==> src/rtl/uart_sdram_pkg.sv <==
// Shared types and constants for the UART-to-SDRAM command path.
// Reused by the sequencer, the arbiter bench and the TX echo block.
package uart_sdram_pkg;

    localparam logic [2:0] S_IDLE    = 3'd0;
    localparam logic [2:0] S_PAYLOAD = 3'd1;
    localparam logic [2:0] S_WR_REQ  = 3'd2;
    localparam logic [2:0] S_WR_SEND = 3'd3;
    localparam logic [2:0] S_RD_REQ  = 3'd4;

    typedef enum logic [2:0] {
        ST_IDLE    = S_IDLE,
        ST_PAYLOAD = S_PAYLOAD,
        ST_WR_REQ  = S_WR_REQ,
        ST_WR_SEND = S_WR_SEND,
        ST_RD_REQ  = S_RD_REQ
    } state_t;

    localparam logic [1:0] ERR_BADCMD  = 2'b01;
    localparam logic [1:0] ERR_TIMEOUT = 2'b10;
    localparam logic [1:0] ERR_OVERRUN = 2'b11;

    localparam logic [7:0] CMD_WR_DEF = 8'h55;
    localparam logic [7:0] CMD_RD_DEF = 8'hAA;

endpackage

==> src/rtl/uart_cmd_buf.sv <==
// Payload byte buffer: indexed store from the parser,
// indexed read for the write streamer.
module uart_cmd_buf #(
    parameter int DATA_BYTES = 4,
    parameter int IW         = 3
) (
    input  logic          clk,
    input  logic          rst_n,
    input  logic          clr,
    input  logic          wr_en,
    input  logic [IW-1:0] wr_idx,
    input  logic [7:0]    wr_byte,
    input  logic [IW-1:0] rd_idx,
    output logic [7:0]    rd_byte
);

    logic [DATA_BYTES*8-1:0] mem;

    always_ff @(posedge clk or negedge rst_n) begin
        if (!rst_n) begin
            mem <= '0;
        end else if (clr) begin
            mem <= '0;
        end else if (wr_en && (wr_idx < IW'(DATA_BYTES))) begin
            mem[wr_idx*8 +: 8] <= wr_byte;
        end
    end

    // Index DATA_BYTES is reachable on the final stream cycle.
    assign rd_byte = (rd_idx < IW'(DATA_BYTES)) ?
                     mem[rd_idx*8 +: 8] : 8'h00;

endmodule

==> src/rtl/uart_cmd_sched.sv <==
// UART command sequencer: parses write/read frames and drives
// the SDRAM arbiter request/ack handshake and write stream.
module uart_cmd_sched
    import uart_sdram_pkg::*;
#(
    parameter int         DATA_BYTES  = 4,
    parameter logic [7:0] CMD_WR      = CMD_WR_DEF,
    parameter logic [7:0] CMD_RD      = CMD_RD_DEF,
    parameter int         TIMEOUT_CYC = 600
) (
    input  logic       clk,
    input  logic       rst_n,
    input  logic [7:0] rx_data,
    input  logic       po_flag,
    output logic       wr_req,
    input  logic       wr_ack,
    output logic [7:0] wr_data,
    output logic       wr_data_vld,
    output logic       rd_req,
    input  logic       rd_ack,
    output logic       busy,
    output logic       err_flag,
    output logic [1:0] err_code
);

    localparam int CW = $clog2(DATA_BYTES + 1);
    localparam int GW = $clog2(TIMEOUT_CYC);

    state_t        state;
    state_t        state_nxt;
    logic [CW-1:0] cnt;
    logic [GW-1:0] gap;
    logic          store;
    logic          err_now;
    logic [1:0]    err_nxt;
    logic [7:0]    rd_byte;
    logic          last;
    logic          sent_all;
    logic          gap_hit;

    assign last     = (cnt == CW'(DATA_BYTES - 1));
    assign sent_all = (cnt == CW'(DATA_BYTES));
    // gap equals cycles since the last byte; err lands one cycle later
    assign gap_hit  = (gap == GW'(TIMEOUT_CYC - 2));

    always_ff @(posedge clk or negedge rst_n) begin
        if (!rst_n) begin
            state <= ST_IDLE;
        end else begin
            state <= state_nxt;
        end
    end

    always_comb begin
        state_nxt = state;
        store     = 1'b0;
        err_now   = 1'b0;
        err_nxt   = ERR_BADCMD;
        unique case (state)
            ST_IDLE: begin
                if (po_flag) begin
                    if (rx_data == CMD_WR) begin
                        state_nxt = ST_PAYLOAD;
                    end else if (rx_data == CMD_RD) begin
                        state_nxt = ST_RD_REQ;
                    end else begin
                        err_now = 1'b1;
                    end
                end
            end
            ST_PAYLOAD: begin
                if (po_flag) begin
                    store = 1'b1;
                    if (last) state_nxt = ST_WR_REQ;
                end else if (gap_hit) begin
                    state_nxt = ST_IDLE;
                    err_now   = 1'b1;
                    err_nxt   = ERR_TIMEOUT;
                end
            end
            ST_WR_REQ: begin
                if (wr_ack) state_nxt = ST_WR_SEND;
            end
            ST_WR_SEND: begin
                if (sent_all) state_nxt = ST_IDLE;
            end
            ST_RD_REQ: begin
                if (rd_ack) state_nxt = ST_IDLE;
            end
            default: state_nxt = ST_IDLE;
        endcase
        if (po_flag && (state == ST_WR_REQ ||
                        state == ST_WR_SEND ||
                        state == ST_RD_REQ)) begin
            err_now = 1'b1;
            err_nxt = ERR_OVERRUN;
        end
    end

    always_ff @(posedge clk or negedge rst_n) begin
        if (!rst_n) begin
            cnt         <= '0;
            gap         <= '0;
            wr_data     <= 8'h00;
            wr_data_vld <= 1'b0;
            err_flag    <= 1'b0;
            err_code    <= 2'b00;
        end else begin
            err_flag <= err_now;
            if (err_now) err_code <= err_nxt;
            case (state)
                ST_IDLE: begin
                    cnt         <= '0;
                    gap         <= GW'(1);
                    wr_data_vld <= 1'b0;
                end
                ST_PAYLOAD: begin
                    if (store) begin
                        cnt <= last ? '0 : cnt + CW'(1);
                        gap <= GW'(1);
                    end else begin
                        gap <= gap + GW'(1);
                    end
                end
                ST_WR_REQ: begin
                    if (wr_ack) begin
                        wr_data     <= rd_byte;
                        wr_data_vld <= 1'b1;
                        cnt         <= CW'(1);
                    end
                end
                ST_WR_SEND: begin
                    if (sent_all) begin
                        wr_data_vld <= 1'b0;
                    end else begin
                        wr_data <= rd_byte;
                        cnt     <= cnt + CW'(1);
                    end
                end
                default: ;
            endcase
        end
    end

    uart_cmd_buf #(
        .DATA_BYTES (DATA_BYTES),
        .IW         (CW)
    ) u_buf (
        .clk     (clk),
        .rst_n   (rst_n),
        .clr     (state == ST_IDLE),
        .wr_en   (store),
        .wr_idx  (cnt),
        .wr_byte (rx_data),
        .rd_idx  (cnt),
        .rd_byte (rd_byte)
    );

    assign wr_req = (state == ST_WR_REQ);
    assign rd_req = (state == ST_RD_REQ);
    assign busy   = (state != ST_IDLE);

endmodule

==> config.mk <==
export PLATFORM = sky130hd
export DESIGN_NAME = uart_cmd_sched
export DESIGN_NICKNAME = d
export VERILOG_FILES = /design/src/rtl/uart_sdram_pkg.sv /design/src/rtl/uart_cmd_buf.sv /design/src/rtl/uart_cmd_sched.sv
export SDC_FILE = /design/constraint.sdc
export NUM_CORES = 1
export LEC_CHECK = 0
export CAP_MARGIN = 15
export CORE_MARGIN = 5
export CORE_UTILIZATION = 42
export CTS_BUF_LIST = sky130_fd_sc_hd__clkbuf_2
export DETAILED_ROUTE_END_ITERATION = 8
export PLACE_DENSITY = 0.61
export SETUP_SLACK_MARGIN = 0.02
export SYNTH_ARGS = -nofsm -noshare
export SYNTH_HDL_FRONTEND = slang
export SYNTH_SLANG_ARGS = --single-unit
==> constraint.sdc <==
create_clock -name clk -period 2.35 [get_ports clk]
set_input_delay 0.235 -clock clk [delete_from_list [all_inputs] [get_ports clk]]
set_output_delay 0.235 -clock clk [all_outputs]
set_load 0.05 [all_outputs]
==> results of run 1 <==
[power by group]
part / switching (mW) / total [mW] / internal [mW]
registers: 0.0721 / 1.18 / 1.11
clock network: 0.364 / 0.596 / 0.231
logic: 0.837 / 1.32 / 0.482
[final timing paths]
path | endpoint | slack (ns) | cells after the start
worst max register to register | u_buf.mem[12]$_DFFE_PN0P_ | 0.25 | 6
worst min-delay path | state[2]$_DFFE_PN0P_ | 0.38 | 2
worst max-delay path | u_buf.mem[12]$_DFFE_PN0P_ | 0.25 | 6
max in group asynchronous | u_buf.mem[25]$_DFFE_PN0P_ | 1.41 | 3
min in group asynchronous | wr_data[3]$_DFFE_PN0P_ | 0.44 | 3
worst min register to register | u_buf.mem[23]$_DFFE_PN0P_ | 0.50 | 2
[cells in the final DEF, fill, tap and decap left out, drive strengths merged, types with 2 or more instances in the layout]
cell	n
mux2	2
mux2i	5
nor4b	3
xor2	5
and4	3
and2	2
nand2	22
buf	21
nor3	4
nor2	21
a21oi	13
nor2b	4
xnor2	2
nand3	7
dfrtp	60
nor4bb	4
nand2b	3
clkinv	4
inv	12
a22o	28
ha	11
clkbuf	9
clkdlybuf4s50	23
and3	4
mux4	8
o21ai	11
nor3b	2
nand3b	4
nand4	3
o2111ai	2
o31ai	2
[sequential cells by signal, indices dropped and copies added, names as in the netlist]
| signal | flops |
|---|---|
| cnt | 3 |
| err_code | 2 |
| err_flag | 1 |
| gap | 10 |
| state | 3 |
| u_buf.mem | 32 |
| wr_data | 8 |
| wr_data_vld | 1 |
[cell type report]
type / instances / share of cell area, %
multi-input cells: 190 / 40.44
clock buffers: 9 / 1.238
clock inverters: 6 / 1.547
well taps: 99 / 3.404
repair buffers: 45 / 10.87
flip-flops and latches: 60 / 41.27
inverters: 12 / 1.238
[kinds of logic (layout without fill, tap and decap cells)]
| group | Yosys count | in the layout |
|---|---|---|
| AOI/OAI and AO/OA | 66 | 66 |
| xor gates and xnor gates | 7 | 7 |
| adders and majority gates | 11 | 11 |
| buffers and inverters | 24 | 72 |
| DFF | 60 | 60 |
| muxes | 15 | 15 |
| and+or+nand+nor | 91 | 91 |
[per-layer routing]
metal | vias up | routed length, µm | track usage (%)
met1 | 1117 | 3311 | 24.01
met5 | - | 0 | 0
met4 | 0 | 70 | 5.332
li1 | 1107 | - | -
met3 | 9 | 312 | 4.262
met2 | 59 | 3369 | 27.74
[critical path: cells and delay by family, from the launching register on]
family                   cells  cell delay (ns)
AO/OA/AOI/OAI                2             0.86
adder cells (fa/ha/maj)      2             0.55
flip-flops                   1             0.38
AND/OR/NAND/NOR              1             0.20
buffers and inverters        1             0.06
[repair_timing]
item                                   in CTS  in global routing
setup endpoints to repair                   0                  1
resized for setup                           0                  1
endpoints found under the hold margin      60                  0
setup buffers                               0                  0
hold buffers                                1                  0
[per-stage QoR]
step | instances | worst slack, ns | power [mW]
after floorplan | 274 | 0.2311 | 2.043
final | 421 | 0.2471 | 3.093
after global routing | 421 | 0.06298 | 3.321
after CTS | 421 | 0.1706 | 3.126
after global placement | 405 | 0.2646 | 2.498
after detailed placement | 405 | 0.2157 | 2.511
==> metrics.md, run 1 <==
| Metric | Value |
|---|---|
| DIE AREA | `between 9000 and 10,000 µm²` |
| WP data required | `2.74 ns` |
| Adder-Cell Fraction of Synth Area | `4.481%` |
| Setup TNS | `0 ns` |
| RD Place Congestion | `slightly below 0.8` |
| Global router's overall resource usage | `about 18%` |
| Slew HR | `between 50% and 60%` |
| Final WL | `between 7 and 8 mm` |
| Worst Min Path Start | `rd_ack` |
| Top FF cell, synth | `dfrtp_1` |
| Number of global-route vias before repair | `~2.3k` |
| Clock sink total | `60` |
| CTS clk-pin slew, worst paths | `approximately 0.16 ns` |
| Final Max Slew Viols | `0` |
| Ant diodes | `0` |
| Crit path time final | `2.103 ns` |
| Fin area | `3638 µm²` |
| Die Span Y | `between 90 and 100 µm` |
| Slowest-stage cell, CP | `a21oi_1` |
| Endpoints failing setup | `0` |
| Layout cell share with drive strength beyond 1 | `between 15 and 20%` |
| Ranking of synthesized cells by area | `dfrtp_1 49%, a22o_1 8.0%, mux4_2 5.9%` |
| Nets | `roughly 340` |
| Largest net degree at the start of global routing | `approximately 60` |
| Longest Clk Path Bufs | `2` |
| Number of routed nets with antenna violations | `0` |
| Clk_lat worst skew | `roughly 0.46 ns` |
| Power Density | `849.9 nW/µm²` |
| Via density | `between 5 and 6` |
| Status | `finished clean` |
| Area delta synth->final | `18.45%` |
| Post-synthesis register bit count | `60` |
| Via count | `around 2.3k` |
| Compound-Gate Fraction of Synth Area | `between 15 and 20%` |
| First-pass GRT wire length | `between 10 and 15 mm` |
| Crit Path Class | `reg -> reg` |
| Ports | `28` |
| Critical path capture point type | `flip-flop` |
| Post-Syn Nets | `just under 300` |
| Number of fill cells | `671` |
| Multi-input gate area in the final layout | `between 1000 and 1500 µm²` |
| Rows | `31` |
| # DRC | `0` |
| Post-DP HPWL | `about 4.9 mm` |
| Core footprint | `a little over 7000 µm²` |
| Post-synthesis cell area | `a little over 3000 µm²` |
| Yosys top cell area share | `roughly half` |
| Root Driver | `clkbuf_2` |
| Fmax | `about 480 MHz` |
| Most frequent CP cell | `ha_1` |
| H-tree level count | `3` |
| Post-synthesis simple-gate area fraction | `roughly 17%` |
| DR WL/cell | `16.78 µm` |
| Reg2reg start | `cnt[0]$_DFFE_PN0P_` |
| Worst vdd ir | `slightly above 0.5 mV` |
| Cells after Synth | `approximately 270` |
| Die X-Extent | `between 90 and 100 µm` |
| CTS tree | `done` |
| Largest area contributor in the netlist | `dfrtp_1` |
| Util after Layout | `between 50% and 60%` |
| Port buffer count | `27` |
| Multiplexer share of the synthesized area | `between 8 and 9%` |
| Initial antenna violation count | `0` |
| Critical Path Fanout Max | `8` |
| Initial DRC Count | `156` |
| Largest family of logic cells by synthesized area | `simple AND/OR/NAND/NOR gates` |
| Syn_area_per_cell | `around 11 µm²` |
| Sequential cell area | `1501 µm²` |
| Period utilisation layout | `between 80 and 90%` |
| RSZ-0062 raised after global routing | `no` |
| Worst Tran Pin Value | `roughly 0.75 ns` |
| Maxcap violations | `0` |
| Hold WS | `0.3758 ns` |
| Fin Clk Skew | `0.02053 ns` |
| Critical-path cell list | `inv_1, ha_1, ha_1, and3_1, a21oi_1, a22o_1` |
| Initial Util | `between 40% and 50%` |
| Total gr overflow | `0` |
| Post-synthesis xor/xnor area fraction | `1.996%` |
| Crit path from | `cnt[0]$_DFFE_PN0P_` |
| Async SR Flop Fraction | `between 90% and 100%` |
| YS warnings | `0` |
| Worst setup SP type | `flip-flop` |
| Top-count cell post-synth | `dfrtp_1` |
| Sequential area share after synthesis | `48.88%` |
| TritonRoute pass-1 iters | `4` |
| Slowest cell delay on critical path | `~0.61 ns` |
| Final Hold Fails | `0` |
| Area post-placement | `3521 µm²` |
| Leakage dissipation | `around 1.6 nW` |
| Worst min path class | `in -> reg` |
| Critical path data arrival time | `between 2 and 3 ns` |
| Synth cell types | `49` |
| Most instantiated cells after synthesis | `60 x dfrtp_1, 28 x a22o_1, 22 x nand2_1, 21 x nor2_1, 13 x a21oi_1` |
| TritonCTS buffer count | `9` |
| EDFF count, synth | `0` |
(Power assumes the default switching activity.)
==> run 2: changes to the inputs <==
--- a/config.mk
+++ b/config.mk
@@ -10,8 +10,9 @@
 export CORE_UTILIZATION = 42
 export CTS_BUF_LIST = sky130_fd_sc_hd__clkbuf_2
 export DETAILED_ROUTE_END_ITERATION = 8
-export PLACE_DENSITY = 0.61
+export GPL_TIMING_DRIVEN = 1
 export SETUP_SLACK_MARGIN = 0.02
+export SLEW_MARGIN = 0
 export SYNTH_ARGS = -nofsm -noshare
 export SYNTH_HDL_FRONTEND = slang
 export SYNTH_SLANG_ARGS = --single-unit
==> run 2 against run 1 <==
Critical path depth did not move. Sequential power barely moved. Die area did not move. Critical path type unchanged. Critical endpoint is now u_buf.mem[15]$_DFFE_PN0P_. Largest power group unchanged.
==> metrics.md, run 2 (synthesis results as in run 1) <==
| Metric | Value |
|---|---|
| Status | `finished clean` |
| Seq pwr share | `between 30 and 40%` |
| RD Place Congestion | `around 0.8` |
| TritonCTS buffer count | `9` |
| Port buffer count | `27` |
| Worst setup SP type | `flip-flop` |
| Clock power frac | `about a quarter` |
| Worst Min Path Start | `rd_ack` |
| Worst min path class | `in -> reg` |
| Comb pwr share | `39.1%` |
| Nets | `roughly 340` |
| Number of fill cells | `between 600 and 700` |
| Core footprint | `around 7200 µm²` |
| Post-DP HPWL | `4.964 mm` |
| Slew HR | `49.14%` |
| Via density | `between 5 and 6` |
| Crit path time final | `2.128 ns` |
| Initial Util | `roughly 43%` |
| Power Density | `907.9 nW/µm²` |
| CTS tree | `done` |
| Reg with most FFs | `u_buf.mem` |
| Switching Fraction | `about 40%` |
| Total gr overflow | `0` |
| Ant diodes | `0` |
| Number of routed nets with antenna violations | `0` |
| Biggest regs | `u_buf.mem: 32 flops, gap: 10 flops, wr_data: 8 flops` |
| Crit Path Class | `reg -> reg` |
| Global router's overall resource usage | `17.71%` |
| Final WS setup | `0.2216 ns` |
| Sequential cell area | `~1500 µm²` |
| Fmax | `469.8 MHz` |
| Critical path data arrival time | `around 2.5 ns` |
| Final Max Slew Viols | `0` |
| Layout cell share with drive strength beyond 1 | `approximately 16%` |
| Period utilisation layout | `90.57%` |
| Root Driver | `clkbuf_2` |
| Internal power | `approximately 2.0 mW` |
| Clk_lat worst skew | `0.47 ns` |
| Psw | `approximately 1.3 mW` |
| H-tree level count | `3` |
| DR WL/cell | `17.29 µm` |
| Rows | `31` |
| Clock sink total | `60` |
| Maxcap violations | `0` |
| Multi-input gate area in the final layout | `roughly 1500 µm²` |
| Initial antenna violation count | `0` |
| Worst slack, placed | `0.2379 ns` |
| Crit path from | `cnt[0]$_DFFE_PN0P_` |
| Max FFs per register | `32` |
| First-pass GRT wire length | `between 10 and 15 mm` |
| Worst Tran Pin Value | `approximately 0.76 ns` |
| Fin Clk Skew | `about 0.024 ns` |
| Critical Path Fanout Max | `8` |
| Reg2reg start | `cnt[0]$_DFFE_PN0P_` |
| CTS clk-pin slew, worst paths | `around 0.18 ns` |
| Setup TNS | `0 ns` |
| Area delta synth->final | `19.92%` |
| Largest net degree at the start of global routing | `61` |
| Most frequent cells in the layout | `59 x dfrtp_1, 28 x a22o_1, 23 x clkdlybuf4s50_1, 22 x nand2_1, 21 x nor2_1` |
| Die X-Extent | `between 90 and 100 µm` |
| Initial DRC Count | `107` |
| Final WL | `about 7.3 mm` |
| Worst vdd ir | `approximately 0.68 mV` |
| DIE AREA | `between 9000 and 10,000 µm²` |
| Number of global-route vias before repair | `2,404` |
| Ports | `28` |
| Longest Clk Path Bufs | `2` |
| Critical path capture point type | `flip-flop` |
| Leakage dissipation | `1.648 nW` |
| Commonest non-fill, non-tap cell in the layout | `dfrtp_1` |
| RSZ-0062 raised after global routing | `no` |
| TritonRoute pass-1 iters | `4` |
| WP data required | `around 2.8 ns` |
| # DRC | `0` |
| Die Span Y | `95.52 µm` |
| Endpoints failing setup | `0` |
| Via count | `between 2k and 2.5k` |
| Final Hold Fails | `0` |
==> run 2: repair_timing <==
action                                  4_1_cts  5_1_grt
hold buffers                                  1        0
setup buffers                                 0        0
endpoints found under the hold margin        60        0
gates resized for setup                       0        2
endpoints found under the setup margin        0        2
==> run 2: power groups by stage <==
stage / Clock, mW / Combinational (mW) / Sequential, mW
floorplan: 0 / 0.762 / 1.28
global placement: 0 / 1.28 / 1.21
detailed placement: 0 / 1.30 / 1.22
CTS: 0.863 / 1.30 / 1.20
global route: 0.911 / 1.43 / 1.21
finish: 0.839 / 1.31 / 1.20
==> run 2: routing by layer <==
| metal | wire [µm] | track usage [%] | up-vias |
|---|---|---|---|
| li1 | - | - | 1105 |
| met1 | 3403 | 24.52 | 1175 |
| met2 | 3516 | 27.16 | 63 |
| met3 | 326 | 4.815 | 4 |
| met4 | 34 | 5.213 | 0 |
| met5 | 0 | 0 | - |
==> run 2: layout make-up <==
type / count / area share (%)
Clock buffer: 10 / 1.359
Clock inverter: 6 / 2.785
Inverter: 12 / 1.223
Multi-Input combinational cell: 190 / 39.95
Sequential cell: 60 / 40.79
Tap cell: 99 / 3.363
Timing Repair Buffer: 44 / 10.53
==> run 2: final timing paths <==
check / to / slack [ns] / cells past startpoint
max: u_buf.mem[15]$_DFFE_PN0P_ / 0.22 / 6
min: state[2]$_DFFE_PN0P_ / 0.37 / 2
max reg2reg: u_buf.mem[15]$_DFFE_PN0P_ / 0.22 / 6
min reg2reg: u_buf.mem[22]$_DFFE_PN0P_ / 0.50 / 2
max in group asynchronous: state[1]$_DFFE_PN0P_ / 1.36 / 3
min in group asynchronous: u_buf.mem[6]$_DFFE_PN0P_ / 0.42 / 3
==> run 2: metrics by stage <==
step	total power, mW	cell area, µm²	hold WS, ns	instances	utilization, %
2_1_floorplan	2.043	3072	-0.06059	274	-
3_3_place_gp	2.498	3513	0.4423	404	48.96
3_5_place_dp	2.512	3513	0.4380	404	48.96
4_1_cts	3.364	3676	0.3017	421	51.23
5_1_grt	3.551	3684	0.2825	421	51.33
6_report	3.344	3684	0.3678	421	51.33
==> run 2: critical path: stages, from the launching register on <==
cell,delay [ns]
dfrtp_1,0.38
inv_1,0.05
ha_1,0.22
ha_1,0.33
and3_1,0.20
a21oi_1,0.62
a22o_1,0.26
==> run 3: changes to the inputs <==
--- a/config.mk
+++ b/config.mk
@@ -11,6 +11,8 @@
 export CTS_BUF_LIST = sky130_fd_sc_hd__clkbuf_2
 export DETAILED_ROUTE_END_ITERATION = 8
 export GPL_TIMING_DRIVEN = 1
+export HOLD_SLACK_MARGIN = 0.15
+export PLACE_DENSITY = 0.72
 export SETUP_SLACK_MARGIN = 0.02
 export SLEW_MARGIN = 0
 export SYNTH_ARGS = -nofsm -noshare
==> run 3 against run 2 <==
Sequential share of layout area about the same. Sequential power about the same. Clock-buffer cell count down 1. First-iteration DRC count up 21%. Global-route usage down 1.0 points. Via count up 0.55%.
==> metrics.md, run 3 (synthesis results as in run 1) <==
| Metric | Value |
|---|---|
| Worst min path class | `in -> async` |
| Initial Util | `between 40% and 50%` |
| Via count | `approximately 2.4k` |
| Number of fill cells | `around 650` |
| Worst setup SP type | `flip-flop` |
| Setup bufs post-CTS | `0` |
| Layout cell share with drive strength beyond 1 | `about 16%` |
| Ant diodes | `0` |
| Tot Pwr | `between 3 and 4 mW` |
| Fin Clk Skew | `between 0.02 and 0.03 ns` |
| Final Hold Fails | `0` |
| Worst Tran Pin Value | `between 0.7 and 0.8 ns` |
| Total gr overflow | `0` |
| Most frequent CP cell | `ha_1` |
| RD Place Congestion | `~0.84` |
| DIE AREA | `approximately 9000 µm²` |
| Slowest-stage cell, CP | `or3b_1` |
| Setup TNS | `0 ns` |
| Biggest regs | `u_buf.mem: 32 flops, gap: 10 flops, wr_data: 8 flops` |
| Area delta synth->final | `19.84%` |
| Initial antenna violation count | `0` |
| Met1 usage | `between 20% and 30%` |
| Final WL | `a little over 7 mm` |
| Root Driver | `clkbuf_2` |
| Status | `finished clean` |
| # DRC | `0` |
| Fmax | `roughly 460 MHz` |
| Cell total after placement | `slightly above 400` |
| Layer with the highest usage | `met2` |
| Ports | `28` |
| CTS clk-pin slew, worst paths | `approximately 0.19 ns` |
| Power Density | `around 880 nW/µm²` |
| Number of routed nets with antenna violations | `0` |
| Number of global-route vias before repair | `2,248` |
| Critical Path Fanout Max | `4` |
| DR WL/cell | `between 15 and 20 µm` |
| Worst r2r path cells | `7` |
| TritonCTS buffer count | `9` |
| Critical path capture point type | `flip-flop` |
| Via density | `between 5 and 6` |
| Most frequent cells in the layout | `60 x dfrtp_1, 28 x a22o_1, 23 x clkdlybuf4s50_1, 22 x nand2_1, 21 x nor2_1` |
| Critical path data arrival time | `2.57 ns` |
| Global routing usage on met3 | `5.446%` |
| Port buffer count | `27` |
| Largest net degree at the start of global routing | `37` |
| Non-filler cells, final | `between 400 and 500` |
| Period utilisation layout | `91.78%` |
| Maxcap violations | `0` |
| Crit Path Class | `reg -> reg` |
| Critical-path cell list | `inv_1, ha_1, ha_1, nor4b_2, nand4_1, or3b_1, a21oi_1` |
| Worst vdd ir | `about 0.77 mV` |
| Reg with most FFs | `u_buf.mem` |
| Crit path time final | `between 2 and 2.5 ns` |
| Clk_lat worst skew | `0.49 ns` |
| TritonRoute pass-1 iters | `4` |
| Rows | `31` |
| H-tree level count | `3` |
| Slew HR | `between 40% and 50%` |
| RSZ-0062 raised after global routing | `no` |
| Met2 Usage GRT | `26.23%` |
| Commonest non-fill, non-tap cell in the layout | `dfrtp_1` |
| Endpoints failing setup | `0` |
| Nets | `about 340` |
| Slowest cell delay on critical path | `approximately 0.41 ns` |
| Global router's overall resource usage | `16.66%` |
| CTS tree | `done` |
| Post-DP HPWL | `between 4 and 5 mm` |
| Clock sink total | `60` |
| Longest Clk Path Bufs | `2` |
| Initial DRC Count | `between 100 and 150` |
| Die Span Y | `~96 µm` |
| First-pass GRT wire length | `11.45 mm` |
| WP data required | `approximately 2.8 ns` |
| Die X-Extent | `95.52 µm` |
| Core footprint | `between 7000 and 8000 µm²` |
| Final Max Slew Viols | `0` |
| Leakage dissipation | `roughly 1.6 nW` |
| Max FFs per register | `32` |
-- run 3: cell count changes in the layout (fill, tap and decap cells not counted), sizes merged --
cell      before  now
inv           12   13
bufinv         3    2
clkbuf        10    9
clkinvlp       0    1
-- run 3: final cells by class --
class / count / area [µm²] / share of cell area, %
tap: 99 / 123.9 / 3.365
inverter: 12 / 45.04 / 1.224
clock inverter: 7 / 90.09 / 2.447
timing repair buffer: 44 / 404.1 / 10.98
multi-input combinational: 190 / 1471 / 39.97
clock buffer: 9 / 45.04 / 1.224
sequential: 60 / 1501 / 40.79
-- run 3: power breakdown --
part	switching, mW	total [mW]	internal (mW)
Clock	0.391	0.739	0.349
Sequential	0.0936	1.20	1.11
Combinational	0.813	1.28	0.470
Total	1.30	3.22	1.92
-- run 3: worst max-delay path: cells and delay by family (launching register included) --
kind                     cells  cell delay, ns
flip-flops                   1            0.39
buffers and inverters        1            0.08
AO/OA/AOI/OAI                1            0.14
adder cells (fa/ha/maj)      2            0.55
AND/OR/NAND/NOR              3            0.93
-- run 3: path summary, 6_finish.rpt --
path,to,startpoint,slack [ns]
worst min register to register,u_buf.mem[20]$_DFFE_PN0P_,u_buf.mem[20]$_DFFE_PN0P_,0.50
min in group clk,state[2]$_DFFE_PN0P_,rd_ack,0.32
max in group asynchronous,state[1]$_DFFE_PN0P_,rst_n,1.45
worst min-delay path,cnt[0]$_DFFE_PN0P_,rst_n,0.27
worst max-delay path,u_buf.mem[6]$_DFFE_PN0P_,cnt[1]$_DFFE_PN0P_,0.19
worst max register to register,u_buf.mem[6]$_DFFE_PN0P_,cnt[1]$_DFFE_PN0P_,0.19
-- run 3: per-stage QoR --
stage | util, % | area, µm² | setup WS [ns] | hold slack, ns
after floorplan | - | 3072 | 0.2311 | -0.06059
after global placement | 49.14 | 3526 | 0.2762 | 0.2773
after detailed placement | 49.14 | 3526 | 0.2127 | 0.2778
after CTS | 51.16 | 3671 | 0.1689 | 0.2562
after global routing | 51.30 | 3681 | 0.06424 | 0.2556
final | 51.30 | 3681 | 0.1932 | 0.2683
-- run 3: metal layers --
layer	wire, µm	part of all wire (%)	vias up
met5	0	0	-
met4	55	0.78	0
met3	383	5.4	8
met2	3363	48	61
met1	3234	46	1189
li1	-	-	1102
-- run 3: repair_timing --
item | CTS | global route
endpoints found under the setup margin | 0 | 1
resized for setup | 0 | 2
endpoints found under the hold margin | 24 | 0
hold buffers | 1 | 0
